$ cat config.mk
export PLATFORM = sky130hd
export DESIGN_NAME = load_store_unit
export DESIGN_NICKNAME = d
export VERILOG_FILES = /design/src/rtl/load_store_unit.sv
export SDC_FILE = /design/constraint.sdc
export NUM_CORES = 1
export LEC_CHECK = 0
export CAP_MARGIN = 25
export CORE_AREA = 2 2 113 115
export DETAILED_ROUTE_END_ITERATION = 10
export DIE_AREA = 0 0 115 117
export GPL_TIMING_DRIVEN = 1
export HOLD_SLACK_MARGIN = 0.15
export PLACE_DENSITY_LB_ADDON = 0.05
export SLEW_MARGIN = 25
export SYNTH_ARGS = -nofsm -noshare
export SYNTH_HDL_FRONTEND = slang
export SYNTH_SLANG_ARGS = --single-unit
$ cat constraint.sdc
create_clock -name clk -period 5.8 [get_ports clk]
set_input_delay 0.58 -clock clk [delete_from_list [all_inputs] [get_ports clk]]
set_output_delay 0.58 -clock clk [all_outputs]
set_load 0.02 [all_outputs]
$ cat src/rtl/load_store_unit.sv
// Load/store unit: RV32I byte/half/word access to a word-wide data memory window.
// Latency: load 2, SW 2, SB/SH 3 (read-modify-write), error 1 cycle from acceptance.
// Backpressure: req_ready only in IDLE; the core holds its request until accepted.
module load_store_unit #(
  parameter int MEM_ADDR_BITS = 14
) (
  input  logic        clk,
  input  logic        rst_n,
  input  logic        req_valid,
  output logic        req_ready,
  input  logic        req_store,
  input  logic [2:0]  req_funct3,
  input  logic [31:0] req_addr,
  input  logic [31:0] req_wdata,
  output logic        resp_valid,
  output logic        resp_err,
  output logic [31:0] resp_rdata,
  output logic [31:0] mem_addr,
  output logic [31:0] mem_wdata,
  output logic        mem_we,
  input  logic [31:0] mem_rdata
);

  typedef enum logic [2:0] {
    S_IDLE,
    S_LOAD,
    S_STORE_RD,
    S_STORE_WR,
    S_RESP
  } state_t;

  localparam logic [2:0] F3_B  = 3'b000;
  localparam logic [2:0] F3_H  = 3'b001;
  localparam logic [2:0] F3_W  = 3'b010;
  localparam logic [2:0] F3_BU = 3'b100;
  localparam logic [2:0] F3_HU = 3'b101;

  state_t      state_q;
  logic        req_ready_q;
  logic        resp_valid_q;
  logic        resp_err_q;
  logic [31:0] resp_rdata_q;
  logic [31:0] mem_addr_q;
  logic [31:0] mem_wdata_q;
  logic        mem_we_q;
  // Captured request fields; only the byte offset and low store half are needed later.
  logic [2:0]  funct3_q;
  logic [1:0]  off_q;
  logic [15:0] wdata_q;

  logic        req_err;
  logic        accept;

  // Select the addressed byte/half of a read word and sign- or zero-extend it.
  function automatic logic [31:0] load_extend(input logic [31:0] word,
                                              input logic [1:0]  off,
                                              input logic [2:0]  f3);
    logic [7:0]  b;
    logic [15:0] h;
    logic [31:0] r;
    b = word[{off, 3'b000} +: 8];
    h = off[1] ? word[31:16] : word[15:0];
    case (f3)
      F3_B:    r = {{24{b[7]}}, b};
      F3_H:    r = {{16{h[15]}}, h};
      F3_BU:   r = {24'd0, b};
      F3_HU:   r = {16'd0, h};
      default: r = word;
    endcase
    return r;
  endfunction

  // Replace the addressed byte/half lane of the old word with the store data.
  function automatic logic [31:0] store_merge(input logic [31:0] word,
                                              input logic [15:0] wd,
                                              input logic [1:0]  off,
                                              input logic [2:0]  f3);
    logic [31:0] r;
    r = word;
    if (f3 == F3_B) r[{off, 3'b000} +: 8] = wd[7:0];
    else            r[{off[1], 4'b0000} +: 16] = wd;
    return r;
  endfunction

  // Legality of the presented request: width code, alignment and address window.
  always_comb begin
    req_err = 1'b0;
    case (req_funct3)
      F3_B, F3_BU: req_err = 1'b0;
      F3_H, F3_HU: req_err = req_addr[0];
      F3_W:        req_err = |req_addr[1:0];
      default:     req_err = 1'b1;
    endcase
    if (req_store && req_funct3[2]) req_err = 1'b1;
    if ((req_addr >> MEM_ADDR_BITS) != 32'd0) req_err = 1'b1;
  end

  assign accept = req_valid && req_ready_q;

  // Sequencer: all outputs are registered so no request input reaches mem_we combinationally.
  always_ff @(posedge clk or negedge rst_n) begin
    if (!rst_n) begin
      state_q      <= S_IDLE;
      req_ready_q  <= 1'b1;
      resp_valid_q <= 1'b0;
      resp_err_q   <= 1'b0;
      resp_rdata_q <= 32'd0;
      mem_addr_q   <= 32'd0;
      mem_wdata_q  <= 32'd0;
      mem_we_q     <= 1'b0;
      funct3_q     <= 3'd0;
      off_q        <= 2'd0;
      wdata_q      <= 16'd0;
    end else begin
      case (state_q)
        S_IDLE: begin
          if (accept) begin
            funct3_q    <= req_funct3;
            off_q       <= req_addr[1:0];
            wdata_q     <= req_wdata[15:0];
            req_ready_q <= 1'b0;
            if (req_err) begin
              // Illegal request never touches memory; answer immediately.
              state_q      <= S_RESP;
              resp_valid_q <= 1'b1;
              resp_err_q   <= 1'b1;
              resp_rdata_q <= 32'd0;
            end else if (!req_store) begin
              state_q    <= S_LOAD;
              mem_addr_q <= {req_addr[31:2], 2'b00};
            end else if (req_funct3 == F3_W) begin
              state_q     <= S_STORE_WR;
              mem_addr_q  <= {req_addr[31:2], 2'b00};
              mem_wdata_q <= req_wdata;
              mem_we_q    <= 1'b1;
            end else begin
              state_q    <= S_STORE_RD;
              mem_addr_q <= {req_addr[31:2], 2'b00};
            end
          end
        end
        S_LOAD: begin
          state_q      <= S_RESP;
          resp_valid_q <= 1'b1;
          resp_err_q   <= 1'b0;
          resp_rdata_q <= load_extend(mem_rdata, off_q, funct3_q);
        end
        S_STORE_RD: begin
          state_q     <= S_STORE_WR;
          mem_wdata_q <= store_merge(mem_rdata, wdata_q, off_q, funct3_q);
          mem_we_q    <= 1'b1;
        end
        S_STORE_WR: begin
          state_q      <= S_RESP;
          mem_we_q     <= 1'b0;
          resp_valid_q <= 1'b1;
          resp_err_q   <= 1'b0;
          resp_rdata_q <= 32'd0;
        end
        S_RESP: begin
          state_q      <= S_IDLE;
          resp_valid_q <= 1'b0;
          req_ready_q  <= 1'b1;
        end
        default: begin
          state_q      <= S_IDLE;
          resp_valid_q <= 1'b0;
          mem_we_q     <= 1'b0;
          req_ready_q  <= 1'b1;
        end
      endcase
    end
  end

  assign req_ready  = req_ready_q;
  assign resp_valid = resp_valid_q;
  assign resp_err   = resp_err_q;
  assign resp_rdata = resp_rdata_q;
  assign mem_addr   = mem_addr_q;
  assign mem_wdata  = mem_wdata_q;
  assign mem_we     = mem_we_q;

endmodule

==> metrics.md, run 1 <==
| Metric | Value |
|---|---|
| Status | `complete, no violations` |
| MaxCap Viol Count | `0` |
| Initial antenna violation count | `0` |
| DRC | `0` |
| Ys async rst share | `100%` |
| Ports | `203` |
| Placer Congestion | `0.939` |
| Clock root cell | `clkbuf_16` |
| Post_cts resized | `0` |
| Worst Setup End Kind | `register` |
| Slew @ Worst Pin | `0.899 ns` |
| Hold_buf cts | `0` |
| Critical-path maximum fanout | `22` |
| CTS tree | `yes` |
| DP HPWL | `12900 µm` |
| Wire per inst | `20.1 µm` |
| Post-Syn Area per Cell | `10.7 µm²` |
| Endpoints failing setup | `0` |
| Non-Filler Instances | `906` |
| Worst-path clk slew | `0.05 ns` |
| Number of synthesized flops with an enable pin | `0` |
| Final #Nets | `851` |
| RSZ-0062 raised after global routing | `false` |
| Congestion Overflow GR | `0` |
| Setup crit end | `mem_wdata[14]$_DFFE_PN0P_` |
| Final Cycle Share | `49.7%` |
| FP Rows | `41` |
| Die area | `13500 µm²` |
| Iteration-0 DRC count of the detailed router | `577` |
| GRT Total Usage | `27.5%` |
| Design Power | `2.81 mW` |
| Die W | `115 µm` |
| Critical Path RT | `6.14 ns` |
| Top post-synthesis cells by area | `dfrtp_1 (51%), mux2_2 (7.2%), a21oi_1 (6.8%), o2bb2ai_1 (4.7%), nor2_1 (3.1%)` |
| Largest area contributor in the netlist | `dfrtp_1` |
| Critical Path AT | `3.22 ns` |
| Max-slew violations | `0` |
| PD cells | `325 nW/µm²` |
| Largest net degree at the start of global routing | `75` |
| Top cell type's share of synthesized area | `50.7%` |
| Post-Syn Area | `5980 µm²` |
| Via density | `5.86` |
| Worst Setup Start Kind | `register` |
| CTS sink cnt | `122` |
| Crit path cell chain | `inv_1 > ha_1 > nand3b_1 > nor4_2 > a221o_1 > a21oi_1 > a21oi_1` |
| H-tree level count | `4` |
| Synth Register Bits | `122` |
| Tightest Hold Check Type | `in2async` |
| Sum Neg Setup Slack | `0 ns` |
| Die Y | `117 µm` |
| Reg2Reg Capture Point | `mem_wdata[14]$_DFFE_PN0P_` |
| Starting Density | `48.5%` |
| Clock tree buffer depth | `2` |
| Final wirelength | `18200 µm` |
| Final core utilization | `70.2%` |
| Most instantiated cells after synthesis | `dfrtp_1 (121), a21oi_1 (81), nor2_1 (50)` |
| # diodes | `0` |
| Gate Count Post-Synth | `558` |
| First-pass GRT wire length | `27900 µm` |
| Core region area | `12300 µm²` |
| # port buffers | `200` |
| Detailed Routing Iterations Pass 1 | `7` |
| Synth-to-Final Area Change | `44.6%` |
| Critical Path Source | `off_q[1]$_DFFE_PN0P_` |
| Worst vdd ir | `201 µV` |
| CP dominant cell by count | `a21oi_1` |
| Most numerous cell in the Yosys netlist | `dfrtp_1` |
| Via count | `5306` |
| # Post-CTS Setup Buffers | `0` |
| Dominant synthesized flop cell | `dfrtp_1` |
| Slowest stage cell, crit path | `dfrtp_1` |
| Cell variety after synth | `52` |
| Max-slew headroom | `40.1%` |
| Final Skew | `0.00498 ns` |
| FMAX | `347 MHz` |
| Worst hold slack | `0.173 ns` |
| Antenna viol nets, final | `0` |
| P_leak | `3.75 nW` |
| Cells after DPL | `874` |
| CTS buffer count | `17` |
| FF-to-FF path depth | `7` |
| FF-to-FF Start | `off_q[1]$_DFFE_PN0P_` |
| Final hold viol count | `0` |
| Post-synthesis sequential area ratio | `51.1%` |
| Vias in the first global route | `5201` |
| Clock Latency Late Sink | `0.42 ns` |
| Warnings, synthesis | `0` |
| Share of layout cells above drive strength 1 | `12.2%` |
| R2r setup slk | `2.92 ns` |
| Worst path max stage delay | `0.87 ns` |
| Final min period | `2.88 ns` |
| Crit path kind | `reg2reg` |
-- final cells by class --
type / count / area, µm²
well taps: 150 / 188
clock buffers: 25 / 495
fillers: 935 / 3670
clock inverters: 7 / 113
inverters: 21 / 78.8
multi-input cells: 375 / 2670
flip-flops and latches: 122 / 3050
repair buffers: 206 / 2040
-- critical path, delay by kind of cell, from the launching register on --
kind / cells / cell delay (ns)
flops: 1 / 0.87
simple gates: 2 / 0.74
compound gates: 3 / 0.49
fa+ha+maj: 1 / 0.42
buf+inv: 1 / 0.27
-- cells in the final DEF (no fill, tap or decap), types with 2 or more instances in the layout --
| cell type | n |
|---|---|
| a21o_1 | 9 |
| a21oi_1 | 81 |
| a221o_1 | 16 |
| a221oi_1 | 16 |
| a31oi_1 | 15 |
| a41o_1 | 2 |
| and2_2 | 2 |
| and3_1 | 8 |
| buf_4 | 7 |
| bufinv_16 | 3 |
| clkbuf_1 | 4 |
| clkbuf_16 | 17 |
| clkbuf_8 | 4 |
| clkdlybuf4s50_1 | 199 |
| clkinv_2 | 3 |
| conb_1 | 2 |
| dfrtp_1 | 121 |
| ha_1 | 5 |
| inv_1 | 21 |
| mux2_2 | 38 |
| mux2i_1 | 10 |
| nand2_1 | 15 |
| nand2b_1 | 2 |
| nand3_1 | 9 |
| nor2_1 | 50 |
| nor2b_1 | 19 |
| nor3_2 | 2 |
| nor4_1 | 3 |
| nor4_2 | 4 |
| o21ai_0 | 12 |
| o2bb2ai_1 | 32 |
-- registers in the layout, indices dropped and copies added (netlist names), 2 cells and up --
register and flops:
mem_addr 30, resp_rdata 32, off_q 2, wdata_q 16, funct3_q 3, mem_wdata 32
state_q 3
-- cells by family (layout without fill, tap and decap cells) --
family                     after synthesis  count (layout)  synth area share (%)
muxes                                   50              50                  9.40
and+or+nand+nor                        128             128                  11.9
DFF                                    122             122                  51.1
other                                    1               2                0.0628
AOI/OAI and AO/OA                      190             190                  21.9
adders and majority gates                5               5                  1.05
buffers and inverters                   62             259                  4.56
-- where the power goes --
part	internal [mW]	leakage, nW	switching [mW]	total (mW)
logic	0.266	1.84	0.378	0.645
clock network	0.719	0.297	0.367	1.09
registers	0.933	1.61	0.147	1.08
total	1.92	3.75	0.892	2.81
-- metal layers --
metal	share of wire [%]	global-route usage [%]	up-vias	wire [µm]
li1	-	-	2432	-
met1	42	36.3	2587	7590
met2	47	42.5	251	8620
met3	8.6	8.14	36	1560
met4	2.6	11.6	0	469
met5	0	0	-	0
-- stage by stage --
stage | instance area, µm² | setup slack [ns]
floorplan | 5980 | 3.55
global placement | 8030 | 2.47
detailed placement | 8030 | 2.34
CTS | 8640 | 2.77
global route | 8640 | 2.66
finish | 8640 | 2.92
-- worst min-delay path by stage --
stage / depth (start not counted) / end / slack (ns)
2_1_floorplan: 0 / funct3_q[0]$_DFFE_PN0P_ / 0.28
3_3_place_gp: 1 / resp_rdata[12]$_DFFE_PN0P_ / 0.46
3_5_place_dp: 1 / resp_rdata[15]$_DFFE_PN0P_ / 0.47
4_1_cts: 1 / wdata_q[10]$_DFFE_PN0P_ / 0.20
5_1_grt: 1 / wdata_q[10]$_DFFE_PN0P_ / 0.22
6_report: 1 / wdata_q[10]$_DFFE_PN0P_ / 0.17
Note: power is estimated with default switching activity, not from simulation.
==> run 2, diff against run 1 <==
--- a/config.mk
+++ b/config.mk
@@ -6,9 +6,9 @@
 export NUM_CORES = 1
 export LEC_CHECK = 0
 export CAP_MARGIN = 25
-export CORE_AREA = 2 2 113 115
+export CORE_AREA = 2 2 123 125
 export DETAILED_ROUTE_END_ITERATION = 10
-export DIE_AREA = 0 0 115 117
+export DIE_AREA = 0 0 125 127
 export GPL_TIMING_DRIVEN = 1
 export HOLD_SLACK_MARGIN = 0.15
 export PLACE_DENSITY_LB_ADDON = 0.05
==> constraint.sdc (replaced) <==
create_clock -name clk -period 2.6 [get_ports clk]
set_input_delay 0.26 -clock clk [delete_from_list [all_inputs] [get_ports clk]]
set_output_delay 0.26 -clock clk [all_outputs]
set_load 0.02 [all_outputs]
==> run 2 against run 1 <==
  * Fmax up 27%
  * Cell count rose by 5.3%
  * Clock power up 130%
==> metrics.md, run 2 (synthesis results as in run 1) <==
| Metric | Value |
|---|---|
| Status | `complete, no violations` |
| Ports | `203` |
| Share of layout cells above drive strength 1 | `13.5%` |
| # fillers | `1217` |
| P_leak | `3.84 nW` |
| Met2 WL | `8980 µm` |
| Final wirelength | `19100 µm` |
| Congestion Overflow GR | `0` |
| MaxCap Viol Count | `0` |
| Setup crit end | `mem_wdata[18]$_DFFE_PN0P_` |
| CTS buffer count | `17` |
| Crit path kind | `reg2reg` |
| DP HPWL | `14100 µm` |
| # diodes | `0` |
| Multi-input logic area | `2670 µm²` |
| FF-to-FF path depth | `5` |
| Clock Latency Late Sink | `0.42 ns` |
| PD cells | `730 nW/µm²` |
| Max-slew violations | `0` |
| Die W | `125 µm` |
| GRT Total Usage | `24.2%` |
| FF-to-FF Start | `funct3_q[0]$_DFFE_PN0P_` |
| Endpoints failing setup | `0` |
| Register Area | `3050 µm²` |
| Final hold viol count | `0` |
| Worst vdd ir | `539 µV` |
| Final min period | `2.27 ns` |
| Detailed Routing Iterations Pass 1 | `5` |
| H-tree level count | `4` |
| FP Rows | `44` |
| Via density | `5.59` |
| Iteration-0 DRC count of the detailed router | `416` |
| Placer Congestion | `0.944` |
| Worst-path clk slew | `0.05 ns` |
| Final Skew | `0.00771 ns` |
| Critical-path maximum fanout | `16` |
| Final Cycle Share | `87.2%` |
| Slew @ Worst Pin | `0.845 ns` |
| Synth-to-Final Area Change | `48.2%` |
| First-pass GRT wire length | `29900 µm` |
| Cells after DPL | `923` |
| Critical Path RT | `2.94 ns` |
| RSZ-0062 raised after global routing | `false` |
| Wire per inst | `20.0 µm` |
| Max-slew headroom | `43.6%` |
| Final core utilization | `61.4%` |
| Die area | `15900 µm²` |
| FMAX | `441 MHz` |
| DRC | `0` |
| Top layer in use | `met4` |
| Largest net degree at the start of global routing | `57` |
| Final #Nets | `867` |
| Commonest non-fill, non-tap cell in the layout | `clkdlybuf4s50_1` |
| Tightest Hold Check Type | `in2async` |
| Vias in the first global route | `5412` |
| WL met1 | `8130 µm` |
| # Post-CTS Setup Buffers | `0` |
| Sum Neg Setup Slack | `0 ns` |
| # port buffers | `200` |
| Most frequent cells in the layout | `clkdlybuf4s50_1 (199), dfrtp_1 (121), a21oi_1 (81)` |
| Starting Density | `41.4%` |
| Die Y | `127 µm` |
| Worst Setup Start Kind | `register` |
| Via count | `5333` |
| CTS sink cnt | `122` |
| Clock root cell | `clkbuf_16` |
| Critical Path Source | `funct3_q[0]$_DFFE_PN0P_` |
| Critical Path AT | `2.61 ns` |
| Antenna viol nets, final | `0` |
| Met3 Wirelength | `1470 µm` |
| Core region area | `14400 µm²` |
| CTS tree | `yes` |
| Initial antenna violation count | `0` |
| R2r setup slk | `0.33 ns` |
| Worst Setup End Kind | `register` |
| Non-Filler Instances | `954` |
| Clock tree buffer depth | `2` |
| Reg2Reg Capture Point | `mem_wdata[18]$_DFFE_PN0P_` |
run 2: cell count changes in the layout (fill, tap and decap cells not counted), moves of 2 or more:
cell	change
buf_4	+13
and2_2	-2
clkbuf_8	-2
buf_12	+2
and2_1	+2
bufinv_16	+2
run 2: how the worst min path moves through the flow:
stage          start                   endpoint  slack (ns)  depth (start not counted)
4_1_cts        rst_n  mem_wdata[10]$_DFFE_PN0P_        0.41                          2
3_5_place_dp   rst_n  mem_wdata[10]$_DFFE_PN0P_        0.30                          1
5_1_grt        rst_n  mem_wdata[13]$_DFFE_PN0P_        0.44                          2
6_report       rst_n  mem_wdata[13]$_DFFE_PN0P_        0.39                          2
2_1_floorplan  rst_n    funct3_q[0]$_DFFE_PN0P_       -0.04                          0
3_3_place_gp   rst_n  mem_wdata[13]$_DFFE_PN0P_        0.29                          1
run 2: area by class of cell:
class,instances,share of cell area [%]
Timing Repair Buffer,222,24.8
Sequential cell,122,34.5
Clock inverter,8,1.89
Multi-Input combinational cell,375,30.1
Tap cell,184,2.60
Inverter,21,0.890
Clock buffer,22,5.24
run 2: power breakdown:
group | internal [mW] | leakage (nW) | switching, mW
clock | 1.74 | 0.306 | 0.815
sequential | 2.08 | 1.61 | 0.306
combinational | 0.644 | 1.93 | 0.883
run 2: critical path, cell delays in order (launching register included):
cell	delay, ns
dfrtp_1	0.69
o31a_1	0.50
a41oi_1	0.09
nor2_1	0.53
a221oi_1	0.20
a21oi_1	0.18
run 2: repair_timing:
action	CTS	global route
hold endpoints to repair	44	0
hold buffers	1	0
gates resized for setup	0	0
run 2: routing by layer:
metal / GRT usage [%] / vias up
li1: - / 2462
met1: 31.9 / 2614
met2: 38.7 / 223
met3: 6.57 / 34
met4: 9.08 / 0
met5: 0 / -
run 2: stage by stage:
step / hold slack [ns] / cell area, µm² / setup slack [ns] / total power [mW]
finish: 0.390 / 8850 / 0.333 / 6.47
global route: 0.440 / 8850 / 0.139 / 6.77
CTS: 0.414 / 8850 / 0.366 / 6.49
detailed placement: 0.303 / 8210 / 0.150 / 3.91
global placement: 0.294 / 8210 / 0.197 / 3.88
floorplan: -0.0356 / 5980 / 0.351 / 3.30
